`src/rtl/halut_pkg.sv`:
```
// Shared SCM geometry and loader state definitions for the HALUT datapath.
package halut_pkg;

    localparam int unsigned HalutC         = 32;
    localparam int unsigned HalutK         = 16;
    localparam int unsigned HalutDataWidth = 16;
    localparam int unsigned ScmDepth       = HalutC * HalutK;
    localparam int unsigned ScmAddrWidth   = $clog2(ScmDepth);

    typedef enum logic [1:0] {
        StIdle  = 2'd0,
        StLoad  = 2'd1,
        StFlush = 2'd2
    } loader_state_e;

endpackage

```
`src/rtl/scm_addr_counter.sv`:
```
// Burst address generator: loads base/count, advances with wrap at the SCM depth,
// and flags when the remaining count is empty or about to empty.
module scm_addr_counter
    import halut_pkg::*;
#(
    parameter int unsigned Depth     = ScmDepth,
    parameter int unsigned AddrWidth = ScmAddrWidth
) (
    input  logic                 clk_i,
    input  logic                 rst_ni,
    input  logic                 load_i,
    input  logic [AddrWidth-1:0] base_i,
    input  logic [AddrWidth:0]   count_i,
    input  logic                 inc_i,
    output logic [AddrWidth-1:0] addr_o,
    output logic                 zero_o,
    output logic                 last_o
);

    localparam logic [AddrWidth-1:0] LastAddr = AddrWidth'(Depth - 1);

    logic [AddrWidth-1:0] addr_q;
    logic [AddrWidth:0]   remaining_q;

    always_ff @(posedge clk_i or negedge rst_ni) begin
        if (!rst_ni) begin
            addr_q      <= '0;
            remaining_q <= '0;
        end else if (load_i) begin
            addr_q      <= base_i;
            remaining_q <= count_i;
        end else if (inc_i && !zero_o) begin
            // Explicit wrap so non-power-of-two depths still fold back to 0
            addr_q      <= (addr_q == LastAddr) ? '0 : addr_q + 1'b1;
            remaining_q <= remaining_q - 1'b1;
        end
    end

    assign addr_o = addr_q;
    assign zero_o = (remaining_q == '0);
    assign last_o = (remaining_q == {{AddrWidth{1'b0}}, 1'b1});

endmodule

```
`src/rtl/scm_loader.sv`:
```
// Streams LUT words from a valid/ready source into the SCM write port as one
// contiguous (wrapping) address burst, with registered write outputs.
module scm_loader
    import halut_pkg::*;
#(
    parameter int unsigned C              = HalutC,
    parameter int unsigned K              = HalutK,
    parameter int unsigned DataTypeWidth  = HalutDataWidth,
    parameter int unsigned TotalAddrWidth = $clog2(C * K)
) (
    input  logic                      clk_i,
    input  logic                      rst_ni,
    input  logic                      start_i,
    input  logic [TotalAddrWidth-1:0] base_addr_i,
    input  logic [TotalAddrWidth:0]   num_words_i,
    input  logic                      in_valid_i,
    output logic                      in_ready_o,
    input  logic [DataTypeWidth-1:0]  in_data_i,
    output logic [TotalAddrWidth-1:0] waddr_o,
    output logic [DataTypeWidth-1:0]  wdata_o,
    output logic                      we_o,
    output logic                      busy_o,
    output logic                      done_o
);

    loader_state_e state_q, state_d;

    logic [TotalAddrWidth-1:0] cur_addr;
    logic                      cnt_zero;
    logic                      cnt_last;
    logic                      start_ok;
    logic                      xfer;
    logic                      burst_end;

    logic [TotalAddrWidth-1:0] waddr_q;
    logic [DataTypeWidth-1:0]  wdata_q;
    logic                      we_q;
    logic                      done_q;

    assign start_ok   = (state_q == StIdle) && start_i;
    assign in_ready_o = (state_q == StLoad) && !cnt_zero;
    assign xfer       = in_valid_i && in_ready_o;
    assign burst_end  = xfer && cnt_last;
    assign busy_o     = (state_q != StIdle);

    scm_addr_counter #(
        .Depth     (C * K),
        .AddrWidth (TotalAddrWidth)
    ) u_addr_counter (
        .clk_i   (clk_i),
        .rst_ni  (rst_ni),
        .load_i  (start_ok),
        .base_i  (base_addr_i),
        .count_i (num_words_i),
        .inc_i   (xfer),
        .addr_o  (cur_addr),
        .zero_o  (cnt_zero),
        .last_o  (cnt_last)
    );

    always_comb begin
        state_d = state_q;
        unique case (state_q)
            StIdle:  if (start_ok && (num_words_i != '0)) state_d = StLoad;
            StLoad:  if (burst_end) state_d = StFlush;
            StFlush: state_d = StIdle;
            default: state_d = StIdle;
        endcase
    end

    always_ff @(posedge clk_i or negedge rst_ni) begin
        if (!rst_ni) begin
            state_q <= StIdle;
            waddr_q <= '0;
            wdata_q <= '0;
            we_q    <= 1'b0;
            done_q  <= 1'b0;
        end else begin
            state_q <= state_d;
            we_q    <= xfer;
            // Zero-length requests complete immediately without entering LOAD
            done_q  <= (start_ok && (num_words_i == '0)) || burst_end;
            if (xfer) begin
                waddr_q <= cur_addr;
                wdata_q <= in_data_i;
            end
        end
    end

    assign waddr_o = waddr_q;
    assign wdata_o = wdata_q;
    assign we_o    = we_q;
    assign done_o  = done_q;

endmodule

```
`config.mk`:
```
export PLATFORM = sky130hd
export DESIGN_NAME = scm_loader
export DESIGN_NICKNAME = d
export VERILOG_FILES = /design/src/rtl/halut_pkg.sv /design/src/rtl/scm_addr_counter.sv /design/src/rtl/scm_loader.sv
export SDC_FILE = /design/constraint.sdc
export NUM_CORES = 1
export LEC_CHECK = 0
export ABC_CLOCK_PERIOD_IN_PS = 2910
export CAP_MARGIN = 20
export CORE_ASPECT_RATIO = 0.7
export CORE_MARGIN = 1
export CORE_UTILIZATION = 47
export DETAILED_ROUTE_END_ITERATION = 10
export GPL_ROUTABILITY_DRIVEN = 0
export PLACE_DENSITY = 0.79
export SLEW_MARGIN = 15
export SYNTH_ARGS = -nofsm -noshare
export SYNTH_HDL_FRONTEND = slang
export SYNTH_SLANG_ARGS = --single-unit
```
`constraint.sdc`:
```
create_clock -name clk_i -period 2.91 [get_ports clk_i]
set_input_delay 0.582 -clock clk_i [delete_from_list [all_inputs] [get_ports clk_i]]
set_output_delay 0.582 -clock clk_i [all_outputs]
set_load 0.005 [all_outputs]
```
==> results.json <==
{
  "cp-start-kind": "flip-flop",
  "numCtsBuffers": 5,
  "synth_cell_type_count": 43,
  "cp-startpoint": "u_addr_counter.remaining_q[0]",
  "synth_area_per_cell_um2": 8.92,
  "synth_area_leader_cell": "dfrtp_1",
  "grt_max_degree": 37,
  "die_w_um": 86.9,
  "cts_max_level": 2,
  "r2r-start": "u_addr_counter.remaining_q[0]",
  "fin_area_mm2": 0.00320,
  "rsz0062_at_grt": "false",
  "clockBufferDepth": 2,
  "mostFrequentLayoutCells": "nand2_1 (87), clkdlybuf4s50_1 (66), dfrtp_1 (48)",
  "area_growth_pct": 34.8,
  "grt_overflow": 0,
  "synth_area_leaders": "dfrtp_1 (51%), nand2_1 (14%), nor2_1 (2.7%)",
  "vias_per_cell": 5.39,
  "layout.nets": 375,
  "drive_above_1_share_pct": 7.21,
  "max_freq_mhz": 365,
  "vias": 2167,
  "async_flop_share_pct": 100,
  "grt_first_pass_wirelength_um": 9100,
  "antenna_left": 0,
  "reg2regPathDepth": 8,
  "powerDensity_mw_per_mm2": 931,
  "die_area_mm2": 0.00534,
  "outcome": "completed",
  "n_antenna_cell": 0,
  "synth-edff-count": 0,
  "arrival_ns": 2.16,
  "multi_input_area_mm2": 0.00108,
  "cp_slowest_stage_delay_ns": 0.45,
  "path_buf_inv": 2,
  "root_buffer": "clkbuf_8",
  "yosys_warnings": 0,
  "reg2reg_slack_ns": 0.42,
  "cpMaxStageDelayCell": "dfrtp_1",
  "cap_violations": 0,
  "clkTransAtPathRegs_ns": 0.09,
  "drc_errors": 0,
  "required_ns": 2.33,
  "crit_end": "in_ready_o",
  "clkSinkCount": 48,
  "ys_seq_area_share_pct": 50.6,
  "hold_ws_ns": 0.151,
  "tns_ns": 0,
  "drv_slew": 0,
  "antenna_found_initial": 0,
  "critPathTopFamily": "simple AND/OR/NAND/NOR gates",
  "drt_iter0_markers": 188,
  "io_pins": 68,
  "grt_pass1_vias": 1857,
  "worstSkewPairLatency_ns": 0.30,
  "worst_slew_pin_slew_ns": 0.581,
  "synthFlopType": "dfrtp_1",
  "die_h_um": 61.4,
  "ys_ff_latch": 48,
  "power_mw": 2.98,
  "slew-limit-headroom_pct": 61.3,
  "vdd_drop_max_uv": 397,
  "fp-row-count": 21,
  "final_common_cell": "nand2_1",
  "r2r-end": "u_addr_counter.addr_o[8]",
  "cp_max_fo": 7,
  "cp_cell_sequence": "inv_1 > ha_1 > nor3b_2 > nand3_2 > and3b_1 > clkdlybuf4s50_1",
  "track_usage_pct": 22.5,
  "crit_type": "flip-flop to primary output",
  "wl_per_cell_um": 14.4,
  "nFillCells": 403,
  "first_pass_iters": 4,
  "cts_tree": "built",
  "port_buffers": 67,
  "syn_inst": 266,
  "start_util_pct": 49.3,
  "hpwlAfterDp_um": 4250,
  "period_minus_slack_ns": 2.74,
  "end_kind": "primary output",
  "yosys.area.top_type_share_pct": 50.6,
  "fin_worst_skew_ns": 0.00731,
  "hold_class": "primary input to asynchronous set/reset pin",
  "finalWirelength_um": 5800,
  "utilization_pct": 66.5,
  "core_area_mm2": 0.00481,
  "setup_viol": 0,
  "leakage_nw": 1.46,
  "crit_cells": 6,
  "place_area_mm2": 0.00310,
  "seq_area_mm2": 0.00120,
  "syn_area_mm2": 0.00237,
  "fin_crit_sh_pct": 94.1,
  "hold_viol": 0,
  "synth.net_count": 309
}
## where the power goes
| part | internal (mW) | switching, mW |
|---|---|---|
| Clock | 0.190 | 0.217 |
| Sequential | 0.958 | 0.288 |
| Combinational | 0.699 | 0.627 |
| Total | 1.85 | 1.13 |
## cell usage after synthesis (2+ instances only)
| master | instances |
|---|---|
| and3b_1 | 2 |
| nor3_1 | 8 |
| nor3b_1 | 2 |
| nor2_1 | 17 |
| a31oi_1 | 8 |
| dfrtp_1 | 48 |
| o21ai_0 | 7 |
| nand3b_1 | 2 |
| nor4_1 | 3 |
| a311oi_1 | 2 |
| o311ai_0 | 2 |
| and3_1 | 6 |
| inv_1 | 6 |
| nand3_1 | 10 |
| nand4_1 | 3 |
| or4_1 | 2 |
| a221o_1 | 4 |
| nand2_1 | 87 |
| or4b_1 | 2 |
| a211oi_1 | 2 |
| o211ai_1 | 4 |
| a21oi_1 | 5 |
| clkbuf_1 | 4 |
| or3b_2 | 2 |
| buf_2 | 7 |
| ha_1 | 4 |
## sequential cells by signal, indices dropped and copies added (netlist names)
name	cells
wdata_o	16
u_addr_counter.remaining_q	10
u_addr_counter.addr_o	9
waddr_o	9
state_q	2
done_o	1
we_o	1
## cell type report
type,instances,share of cell area [%]
Timing Repair Buffer,73,22.2
Multi-Input combinational cell,197,33.8
Inverter,7,0.822
Clock inverter,2,0.313
Clock buffer,6,2.58
Tap cell,69,2.70
Sequential cell,48,37.6
## cell families after synthesis
| family | Yosys count | synth area share, % |
|---|---|---|
| simple gates | 153 | 31.2 |
| compound gates | 40 | 11.8 |
| flops | 48 | 50.6 |
| buf+inv | 21 | 4.22 |
| fa+ha+maj | 4 | 2.11 |
## how the worst min path moves through the flow
stage                from  cells past startpoint    endpoint
4_1_cts            rst_ni                      1  waddr_o[5]
6_report           rst_ni                      1  waddr_o[5]
2_1_floorplan      rst_ni                      0      done_o
3_3_place_gp   wdata_o[4]                      2  wdata_o[4]
5_1_grt            rst_ni                      1  waddr_o[5]
3_5_place_dp   wdata_o[8]                      2  wdata_o[8]
## repair_timing
item,4_1_cts,5_1_grt
hold buffers,0,0
resized for setup,1,1
hold endpoints to repair,0,0
buffers inserted,0,0
setup endpoints to repair,1,1
## stage by stage
step           instances  setup WS [ns]
2_1_floorplan        266          0.813
3_3_place_gp         394          0.309
3_5_place_dp         394          0.256
4_1_cts              402          0.106
5_1_grt              402         0.0373
6_report             402          0.172
## worst register-to-register path: cells and delay by family, from the launching register on
family / cells / cell delay [ns]
flops: 1 / 0.45
compound gates: 2 / 0.77
simple gates: 2 / 0.38
buf+inv: 3 / 0.58
fa+ha+maj: 1 / 0.21
## metal layers
metal	share of wire (%)	GRT usage (%)
met1	50	34.0
met2	41	31.4
met3	9.0	7.24
met4	0.14	4.29
met5	0	0
Power figures use the tool's default switching activity.
